### src/rtl/adder_arbiter.sv
// Round-robin sequencer sharing one external combinational adder among NREQ requesters.
// Operands are registered toward the adder at grant; the sum is captured one cycle later.
module adder_arbiter #(
  parameter int WIDTH = 16,
  parameter int NREQ  = 3
) (
  input  logic                    clk,
  input  logic                    rst_n,
  input  logic [NREQ-1:0]         req,
  input  logic [NREQ*WIDTH-1:0]   op_a,
  input  logic [NREQ*WIDTH-1:0]   op_b,
  output logic [NREQ-1:0]         gnt,
  output logic [NREQ-1:0]         done,
  output logic [WIDTH-1:0]        result,
  output logic                    busy,
  output logic [WIDTH-1:0]        adder_a,
  output logic [WIDTH-1:0]        adder_b,
  input  logic [WIDTH-1:0]        adder_sum
);

  localparam int PW = $clog2(NREQ);

  typedef enum logic [1:0] {IDLE, ISSUE, RESP} state_t;

  state_t            state_q, state_d;
  logic [PW-1:0]     ptr_q, ptr_d;
  logic [NREQ-1:0]   gnt_q, gnt_d;
  logic [NREQ-1:0]   done_q, done_d;
  logic [WIDTH-1:0]  result_q, result_d;
  logic [WIDTH-1:0]  a_q, a_d;
  logic [WIDTH-1:0]  b_q, b_d;

  logic [WIDTH-1:0]  a_arr [NREQ];
  logic [WIDTH-1:0]  b_arr [NREQ];

  logic [NREQ-1:0]   cand;
  logic              win_valid;
  logic [PW-1:0]     win_idx;
  logic [NREQ-1:0]   win_oh;

  genvar gi;
  generate
    for (gi = 0; gi < NREQ; gi++) begin : g_unpack
      assign a_arr[gi] = op_a[gi*WIDTH +: WIDTH];
      assign b_arr[gi] = op_b[gi*WIDTH +: WIDTH];
    end
  endgenerate

  // The requester just finishing still holds req in RESP, so mask it out.
  always_comb begin
    cand      = (state_q == RESP) ? (req & ~gnt_q) : req;
    win_valid = 1'b0;
    win_idx   = '0;
    win_oh    = '0;
    for (int k = 0; k < NREQ; k++) begin
      int idx;
      idx = (int'(ptr_q) + k) % NREQ;
      if (!win_valid && cand[PW'(idx)]) begin
        win_valid   = 1'b1;
        win_idx     = PW'(idx);
        win_oh[PW'(idx)] = 1'b1;
      end
    end
  end

  always_comb begin
    state_d  = state_q;
    ptr_d    = ptr_q;
    gnt_d    = gnt_q;
    done_d   = '0;
    result_d = result_q;
    a_d      = a_q;
    b_d      = b_q;
    unique case (state_q)
      IDLE, RESP: begin
        if (win_valid) begin
          a_d     = a_arr[win_idx];
          b_d     = b_arr[win_idx];
          gnt_d   = win_oh;
          ptr_d   = (win_idx == PW'(NREQ-1)) ? '0 : win_idx + 1'b1;
          state_d = ISSUE;
        end else begin
          gnt_d   = '0;
          state_d = IDLE;
        end
      end
      ISSUE: begin
        result_d = adder_sum;
        done_d   = gnt_q;
        state_d  = RESP;
      end
      default: state_d = IDLE;
    endcase
  end

  always_ff @(posedge clk or negedge rst_n) begin
    if (!rst_n) begin
      state_q  <= IDLE;
      ptr_q    <= '0;
      gnt_q    <= '0;
      done_q   <= '0;
      result_q <= '0;
      a_q      <= '0;
      b_q      <= '0;
    end else begin
      state_q  <= state_d;
      ptr_q    <= ptr_d;
      gnt_q    <= gnt_d;
      done_q   <= done_d;
      result_q <= result_d;
      a_q      <= a_d;
      b_q      <= b_d;
    end
  end

  assign gnt     = gnt_q;
  assign done    = done_q;
  assign result  = result_q;
  assign adder_a = a_q;
  assign adder_b = b_q;
  assign busy    = (state_q != IDLE);

endmodule

### config.mk
export PLATFORM = sky130hd
export DESIGN_NAME = adder_arbiter
export DESIGN_NICKNAME = d
export VERILOG_FILES = /design/src/rtl/adder_arbiter.sv
export SDC_FILE = /design/constraint.sdc
export NUM_CORES = 1
export LEC_CHECK = 0
export CORE_MARGIN = 2
export CORE_UTILIZATION = 38
export CTS_BUF_LIST = sky130_fd_sc_hd__clkbuf_16
export DETAILED_ROUTE_END_ITERATION = 16
export MAX_ROUTING_LAYER = met4
export PLACE_DENSITY = 0.84
export SLEW_MARGIN = 20
export SYNTH_ARGS = -nofsm -noshare
export SYNTH_HDL_FRONTEND = slang
export SYNTH_SLANG_ARGS = --single-unit
### constraint.sdc
create_clock -name clk -period 3.6 [get_ports clk]
set_input_delay 0.36 -clock clk [delete_from_list [all_inputs] [get_ports clk]]
set_output_delay 0.36 -clock clk [all_outputs]
set_load 0.05 [all_outputs]
Yosys cells after proc, flatten, opt, wreduce, memory -nomap -nowiden
Cells that the tools add are included.
- output and inout bits: 55
- input bits: 117
- logic and storage cells: 75
- bits in registers: 58
- div/mod/pow operators: 3
- reductions and logical operators: 11
- mux-type cells: 36
- bitwise logic cells: 5
- $add $sub $neg: 3
- order comparisons: 7
- equality and inequality tests: 3
- operator list (kind ; number):
    16-bit binary-select mux with 2-bit select ; 2
    32-bit by 3-bit remainder unit with 32-bit output (second input constant) ; 2
    16-bit 2-to-1 mux ; 4
    3-bit by 3-bit remainder unit with 32-bit output (second input constant) ; 1
    3-bit 2-to-1 mux ; 6
    1-bit 2-to-1 mux ; 13
    2-bit by 4-bit < comparator with 1-bit output (second input constant) ; 3
    2-bit 2-to-1 mux ; 4
    1-bit binary-select mux with 2-bit select ; 3
    1-bit demux with 2-bit select ; 3
    2-bit by 1-bit >= comparator with 1-bit output (second input constant) ; 3
    3-bit bitwise OR ; 2
    1-bit logical AND ; 5
    2-bit equality test (second input constant) ; 2
    2-bit one-hot mux with 2 select lines ; 1
    2-bit by 1-bit adder with 3-bit output (second input constant) ; 1
    2-bit by 2-bit adder with 3-bit output (second input constant) ; 1
    3-bit AND ; 1
    3-bit >= comparator (second input constant) ; 1
    2-bit NOT with 3-bit output ; 1
    3-bit NOT ; 1
    2-bit by 1-bit adder with 2-bit output (second input constant) ; 1
    2-bit by 1-bit equality test with 1-bit output (second input constant) ; 1
    1-bit logical NOT ; 2
    4 further kinds ; 4

Logic depth before layout (Yosys ltp)
Gate-level depths: netlist (run 1).
- word-level depth: 17
- mapped depth: 10
- gate-level depth less buffers: 8

Worst setup path before layout (run 1)
No wires, ideal clock.
- path kind: register to register
- start point: reg gnt_q[2], in the netlist gnt[2]
- end point: reg a_q[0], in the netlist adder_a[0]
- cell stages (with the launch flop): 9
- period minus slack after synthesis: 2.359 ns
- data required time: 3.468 ns
- library setup time: 0.132 ns
- data arrival time: 2.227 ns
- path slack: 1.241 ns
- path through: dfrtp_1 nand3b_1 and2_1 clkbuf_1 o21a_1 a211oi_4 buf_6 mux2i_1 o21ai_1
- longest elaborated chain between the ends: 17
- RTL lines (what ; line ; RTL):
    start, declared ; 27 ; logic [NREQ-1:0] gnt_q, gnt_d;
    start signal, assigned ; 108 ; gnt_q <= gnt_d;
    3-bit NOT (*) ; 51 ; cand = (state_q == RESP) ? (req & ~gnt_q) : req;
    3-bit AND (*) ; 51 ;
    3-bit 2-to-1 mux (*) ; 51 ;
    1-bit binary-select mux with 2-bit select ; 58 ; if (!win_valid && cand[PW'(idx)]) begin
    1-bit 2-to-1 mux (not written as such) (2 in a row) ; 58 ;
    1-bit 2-to-1 mux ; 58 ;
    1-bit logical NOT ; 58 ;
    1-bit logical AND ; 58 ;
    1-bit 2-to-1 mux ; 58 ;
    1-bit logical NOT ; 58 ;
    1-bit logical AND ; 58 ;
    2-bit 2-to-1 mux ; 58 ;
    2-bit NOT with 3-bit output (not written as such) ; 77 ; a_d = a_arr[win_idx];
    16-bit binary-select mux with 2-bit select ; 77 ;
    16-bit 2-to-1 mux (not written as such) (2 in a row) ; 77 ;
    end signal, assigned ; 103 ; a_q <= '0;
    end signal, assigned ; 111 ; a_q <= a_d;
    end, declared ; 30 ; logic [WIDTH-1:0] a_q, a_d;
Every way passes the cells marked *; elsewhere a longest branch is shown, timed or not. The select of a mux whose other input is x is not followed.
A chain may end at the register's enable or synchronous reset.

Worst setup path after layout (run 1)
- start point: reg ptr_q[0]
- end point: reg a_q[7], in the netlist adder_a[7]
- longest elaborated chain between the ends: 15
- RTL lines (what ; line ; RTL):
    start, declared ; 26 ; logic [PW-1:0] ptr_q, ptr_d;
    start signal, assigned ; 107 ; ptr_q <= ptr_d;
    parallel branches: the longest is 15 deep, another holds 32-bit by 3-bit remainder unit with 32-bit output ; n/a ;
Parallel ways; which one is timed is not known. The select of a mux whose other input is x is not followed.

==> impl_results.md, run 1 <==
* Status: complete, no violations
* Post-DRT Antenna Nets at 0
* Period minus WS final at around 2.9 ns
* DR WL/cell at roughly 16 um
* Iter 0 DRT Violations at about 120
* Worst IR Drop VDD at 455 uV
* Mux contribution to synthesized area at 0.219
* RSZ-0062 raised after global routing: no
* Hold Buf Count CTS at 0
* Share of the synthesized area in the top cell type at 0.452
* Root Driver: clkbuf_16
* DR DRC count at 0
* Clock power frac at 0.155
* First-pass GRT wire length at between 10 and 15 mm
* TNS Setup at 0 ns
* Postcts setup bufs at 0
* Router iterations before antenna repair at 5
* Seq pwr share at 0.224
* Largest net degree at the start of global routing at 34
* PD cells at around 960 nW/um2
* CP required at approximately 3.8 ns
* Fmax at roughly 350 MHz
* Hold Crit Class: in -> async
* Comb power frac at 0.622
* Placer Congestion at 0.943
* Die Wd at ~96 um
* Sw frac at 0.486
* Worst Path Arrival at between 3 and 4 ns
* Worst Path Max Fanout at 19
* Core box area at between 8000 and 9000 um2
* # diodes at 0
* Leading cell type in the layout, fill and taps excluded: clkdlybuf4s50_1
* Switch Pwr at between 2 and 2.5 mW
* Sequential area share after synthesis at 0.452
* Overall Global Routing Usage at 0.208
* Simple-gate share of the synthesized area at 0.119
* Warnings from Yosys at 0
* Initial antenna violation count at 0
* P_leak at around 2.2 nW
* Grt total ovfl at 0
* Area growth syn-to-layout at 64.3%
* CTS buffer count at 9
* Max-Cap Viols at 0
* Die Height at approximately 96 um
* Worst-Skew Late Latency at between 0.3 and 0.4 ns
* Post-synth top area cell: dfrtp_1
* Post-synthesis adder-cell area fraction at 0.0156
* Post-synth cell types at 39
* CP Class: reg -> reg
* I/O pin count at 172
* Fin. max-slew vios at 0
* Num rows at 33
* Reg2reg start: ptr_q[0]$_DFFE_PN0P_
* Nets at about 610
* Compound-cell area share of the yosys netlist at 0.150
* Setup Viol. Count Final at 0
* Number of buffers added on ports at around 170
* Register bit count reported by yosys at between 50 and 60
* Synth Instances at about 330
* Slew @ Worst Pin at 0.648 ns
* Post-Synth XOR/XNOR Area at 0
* Total routed wirelength at between 9 and 10 mm
* H-tree depth at 3
* Starting Density at 0.391
* Syn Nets at approximately 450
* Via count at ~3100
* Crit. Startpoint: ptr_q[0]$_DFFE_PN0P_
* Hpwl dp at between 7 and 8 mm
* Largest family of logic cells by synthesized area: multiplexers
* Layout cells sized above 1 at 0.0622
* Clock-pin transition on the worst setup and hold timing paths at 0.05 ns
* Post-DR vias/cell at between 5 and 6
* Power Total at slightly above 5 mW
* # resized after CTS at 0
* Vias in the first global route at 3115
* Int Pwr at between 2 and 3 mW
* Worst slew margin at 0.568
* Fin. Hold Viols at 0
* Ranking of synthesized cells by area: dfrtp_1, mux2_1, mux2i_1, nand2_1, o21ai_1
* Startpoint Class: register
* Kind of end point of the critical path: register
* TritonCTS clock tree: built
* CTS Buffer Depth at 2
* Die ar. at 9210 um2
* Synthesized area at between 3000 and 4000 um2
* Most frequent cells in the layout: clkdlybuf4s50_1, dfrtp_1, nand2_1
* Fillcell total at around 660
* Crit share post-route at 0.795
* Syn Area/Cell at between 9 and 10 um2
* Clk_skew at around 0.0058 ns
* # clock sinks at slightly below 60
## routing by layer
| metal | GRT usage | vias to the layer above | part of all wire |
|---|---|---|---|
| met5 | - | - | 0 |
| met4 | 0.0702 | 0 | 0.012 |
| met3 | 0.0603 | 12 | 0.081 |
| met2 | 0.367 | 133 | 0.51 |
| met1 | 0.224 | 1481 | 0.39 |
| li1 | - | 1484 | - |
## stage by stage
stage	std cells	hold slack, ns	instance area [um2]	setup slack, ns	utilization
5_1_grt	603	0.124	5280	0.502	0.642
3_3_place_gp	587	0.417	5000	0.888	0.608
2_1_floorplan	328	0.0644	3210	1.24	-
6_report	603	0.0701	5280	0.739	0.642
4_1_cts	603	0.0896	5280	0.737	0.642
3_5_place_dp	587	0.426	5000	0.737	0.608
## state kept, by name (all words and copies together), names as in the netlist
name	cells
adder_a	16
adder_b	16
result	16
state_q	2
gnt	3
done	3
ptr_q	2
## power groups by stage
stage	Clock [mW]	Sequential (mW)	Combinational, mW
detailed placement	0	1.15	3.18
finish	0.787	1.14	3.17
floorplan	0	2.09	1.22
global route	0.838	1.18	3.38
CTS	0.804	1.14	3.19
global placement	0	1.13	3.13
## final cells by class
| type | instances | area [um2] | share of cell area |
|---|---|---|---|
| timing repair buffer | 178 | 1760 | 0.333 |
| multi-input combinational | 240 | 1640 | 0.310 |
| sequential | 58 | 1450 | 0.275 |
| clock buffer | 9 | 225 | 0.0427 |
| tap | 105 | 131 | 0.0249 |
| clock inverter | 7 | 53.8 | 0.0102 |
| inverter | 6 | 22.5 | 0.00427 |
## kinds of logic after synthesis
kind of cell    after synthesis
buf+inv                      30
fa+ha+maj                     4
simple gates                 85
compound gates               85
mux                          66
flops                        58
## final timing paths
path | slack [ns] | cells past startpoint | end
min in group clk | 0.48 | 2 | result[10]$_DFFE_PN0N_
max in group asynchronous | 2.69 | 2 | adder_b[15]$_DFFE_PN0P_
max reg2reg | 0.74 | 9 | adder_a[7]$_DFFE_PN0P_
max | 0.74 | 9 | adder_a[7]$_DFFE_PN0P_
min reg2reg | 0.48 | 2 | result[10]$_DFFE_PN0N_
min | 0.07 | 1 | result[13]$_DFFE_PN0N_
## critical path: stages (launching register included)
cell and delay (ns):
dfrtp_1 0.39, inv_1 0.08, ha_1 0.51, inv_2 0.13, o211ai_1 0.33, o2111ai_4 0.36
buf_4 0.35, mux2_1 0.35, mux2i_1 0.15, o21ai_1 0.07
## synthesized netlist by cell type, drive strengths merged
cell     number
o22a          1
o21a          1
or3           1
nand2        56
or4           1
o21ai        71
nor3          1
o311ai        1
o2111ai       1
a22oi         2
nand2b        3
nand4         2
a211oi        1
nand3         4
clkbuf       12
dfrtp        58
a31oi         1
nand3b        3
o211ai        2
nor2          5
a222oi        1
mux2         34
and2          5
buf          12
nand4b        2
a21oi         2
or2           2
a21o          1
ha            4
mux2i        32
inv           6
(Power assumes the default switching activity.)
==> run 2, diff against run 1 <==
==> constraint.sdc (replaced) <==
create_clock -name clk -period 2.7 [get_ports clk]
set_input_delay 0.27 -clock clk [delete_from_list [all_inputs] [get_ports clk]]
set_output_delay 0.27 -clock clk [all_outputs]
set_load 0.05 [all_outputs]
==> run 2 against run 1 <==
Total power increased by 36%. Routed wire length rose by 2.3%. Combinational power up 36%. Die area unchanged. Setup slack got worse by 0.54 ns. Count of clock-buffer cells in the layout unchanged. Register-to-register slack got worse by 0.54 ns. Critical path depth unchanged. Sequential share of layout area down 0.39 points. Worst hold slack improved by 0.41 ns. Non-clock buffer count rose by 7. Flip-flop and latch count is the same. Largest cell class unchanged.
==> impl_results.md, run 2 (same netlist as run 1, synthesis figures left out) <==
* Status: complete, no violations (unchanged)
* TritonCTS clock tree: built (unchanged)
* Clk_skew at 0.00446 ns (was 0.00576 ns)
* FF-to-FF path depth at 9 (unchanged)
* Die Wd at 96.0 um (unchanged)
* Seq pwr share at 0.221 (was 0.224)
* Critical R2R Capture: adder_b[14]$_DFFE_PN0P_ (was adder_a[7]$_DFFE_PN0P_)
* CP bufs+invs at 3 (unchanged)
* Critical path endpoint: adder_b[14]$_DFFE_PN0P_ (was adder_a[7]$_DFFE_PN0P_)
* DR DRC count at 0 (unchanged)
* Router iterations before antenna repair at 4 (was 5)
* Root Driver: clkbuf_16 (unchanged)
* # clock sinks at 58 (unchanged)
* PD cells at 1290 nW/um2 (was 965 nW/um2)
* Slew @ Worst Pin at 0.616 ns (was 0.648 ns)
* Reg2reg start: ptr_q[0]$_DFFE_PN0P_ (unchanged)
* Largest delay contributor family on the critical path: compound AO/OA/AOI/OAI gates (unchanged)
* CP required at 2.90 ns (was 3.78 ns)
* I/O pin count at 172 (unchanged)
* Fin util at 0.652 (was 0.642)
* Max stage delay on crit path at 0.43 ns (was 0.51 ns)
* P_leak at 2.22 nW (was 2.20 nW)
* Switch Pwr at 3.35 mW (was 2.47 mW)
* Fillcell total at 670 (was 663)
* Worst hold path depth at 2
* Crit path max-delay cell type: ha_1 (unchanged)
* Startpoint Class: register (unchanged)
* Number of buffers added on ports at 171 (unchanged)
* Die Height at 96.0 um (unchanged)
* Int Pwr at 3.57 mW (was 2.62 mW)
* # diodes at 0 (unchanged)
* FF/Latch Area at 1450 um2 (unchanged)
* Max-Cap Viols at 0 (unchanged)
* Reg2reg setup slack at 0.20 ns (was 0.74 ns)
* Post-DR vias/cell at 5.21 (was 5.16)
* Clock power frac at 0.154 (was 0.155)
* Core box area at 8220 um2 (unchanged)
* Hold Crit Class: reg -> reg (was in -> async)
* Leading cell type in the layout, fill and taps excluded: clkdlybuf4s50_1 (unchanged)
* CTS Buffer Depth at 2 (unchanged)
* Placer Congestion at 0.956 (was 0.943)
* Starting Density at 0.391 (unchanged)
* Overall Global Routing Usage at 0.214 (was 0.208)
* Nets at 621 (was 614)
* Worst slew margin at 0.590 (was 0.568)
* Iter 0 DRT Violations at 107 (was 118)
* Grt total ovfl at 0 (unchanged)
* Kind of end point of the critical path: register (unchanged)
* Area taken by multi-input logic gates at 1640 um2 (unchanged)
* Period minus WS final at 2.50 ns (was 2.86 ns)
* Hpwl dp at 7.28 mm (was 7.16 mm)
* Post-DRT Antenna Nets at 0 (unchanged)
* # resized after CTS at 0 (unchanged)
* Area growth syn-to-layout at 66.6% (was 64.3%)
* Sw frac at 0.484 (was 0.486)
* Fin. Hold Viols at 0 (unchanged)
* TNS Setup at 0 ns (unchanged)
* Crit. Startpoint: ptr_q[0]$_DFFE_PN0P_ (unchanged)
* CTS buffer count at 9 (unchanged)
* Worst Path Arrival at 2.69 ns (was 3.04 ns)
* Total routed wirelength at 9.61 mm (was 9.39 mm)
* First-pass GRT wire length at 14.6 mm (was 14.3 mm)
* Via count at 3181 (was 3110)
* DR WL/cell at 15.8 um (was 15.6 um)
* Initial antenna violation count at 0 (unchanged)
* Vias in the first global route at 3151 (was 3115)
* Worst-Skew Late Latency at 0.32 ns (was 0.31 ns)
* H-tree depth at 3 (unchanged)
* Die ar. at 9210 um2 (unchanged)
* Largest net degree at the start of global routing at 34 (unchanged)
* Setup Viol. Count Final at 0 (unchanged)
* Fin. max-slew vios at 0 (unchanged)
* Worst Path Max Fanout at 18 (was 19)
* CP Cell Sequence: inv_1, ha_1, inv_2, o211ai_1, o2111ai_4, buf_4, mux2_1, mux2i_1, o21ai_1 (unchanged)
* Num rows at 33 (unchanged)
* RSZ-0062 raised after global routing: no (unchanged)
* Clock-pin transition on the worst setup and hold timing paths at 0.05 ns (about the same)
* Crit path depth at 9 (unchanged)
* CP Class: reg -> reg (unchanged)
* Worst IR Drop VDD at 637 uV (was 455 uV)
* Comb power frac at 0.624 (was 0.622)
* Layout cells sized above 1 at 0.0772 (was 0.0622)
* Fmax at 400 MHz (was 349 MHz)
* Crit share post-route at 0.926 (was 0.795)
* Most frequent cells in the layout: clkdlybuf4s50_1, dfrtp_1, nand2_1 (unchanged)
==> run 2: cell types whose count changed in the layout (fill, tap and decap cells not counted), sizes merged <==
cell / before / now
clkinvlp: 0 / 2
buf: 8 / 14
inv: 9 / 7
dlygate4sd3: 0 / 1
==> run 2: per-stage QoR <==
step	worst slack (ns)	hold slack [ns]	instances	total power, mW	instance area, um2
5_1_grt	0.0533	0.494	610	7.33	5350
4_1_cts	0.227	0.477	610	6.96	5350
6_report	0.201	0.476	610	6.92	5350
3_5_place_dp	0.240	0.318	593	5.87	5060
2_1_floorplan	0.341	-0.0256	328	4.42	3210
3_3_place_gp	0.314	0.306	593	5.77	5060
==> run 2: worst min-delay path by stage <==
stage	startpoint	slack [ns]	end
floorplan	rst_n	-0.03	adder_a[0]$_DFFE_PN0P_
global placement	rst_n	0.31	result[1]$_DFFE_PN0N_
detailed placement	rst_n	0.32	result[1]$_DFFE_PN0N_
CTS	adder_sum[1]	0.48	result[1]$_DFFE_PN0N_
global route	result[2]$_DFFE_PN0N_	0.49	result[2]$_DFFE_PN0N_
finish	result[1]$_DFFE_PN0N_	0.48	result[1]$_DFFE_PN0N_
==> run 2: power by group through the flow <==
stage	Clock, mW	Sequential [mW]	Combinational [mW]
5_1_grt	1.13	1.58	4.62
4_1_cts	1.09	1.53	4.34
3_3_place_gp	0	1.51	4.25
3_5_place_dp	0	1.53	4.34
6_report	1.07	1.53	4.32
2_1_floorplan	0	2.79	1.63
==> run 2: cell type report <==
| type | instances | share of cell area |
|---|---|---|
| well taps | 105 | 0.0245 |
| flip-flops and latches | 58 | 0.271 |
| multi-input cells | 240 | 0.305 |
| clock buffers | 9 | 0.0421 |
| repair buffers | 185 | 0.341 |
| inverters | 6 | 0.00421 |
| clock inverters | 7 | 0.0115 |
==> run 2: worst reg2reg max path: stages, from the launching register on <==
cell	delay (ns)
dfrtp_1	0.39
inv_1	0.08
ha_1	0.43
inv_2	0.12
o211ai_1	0.33
o2111ai_4	0.18
buf_4	0.25
mux2_1	0.35
mux2i_1	0.18
o21ai_1	0.08
==> run 2: routing by layer <==
metal | part of all wire | global-route usage | wire length [um] | vias to the layer above
met5 | 0 | - | 0 | -
met4 | 0.037 | 0.110 | 356 | 0
met3 | 0.079 | 0.0509 | 762 | 31
met2 | 0.49 | 0.361 | 4740 | 169
met1 | 0.39 | 0.236 | 3750 | 1490
li1 | - | - | - | 1491
==> run 2: repair_timing <==
item	4_1_cts	5_1_grt
setup buffers	0	0
hold endpoints to repair	27	0
hold buffers	1	0
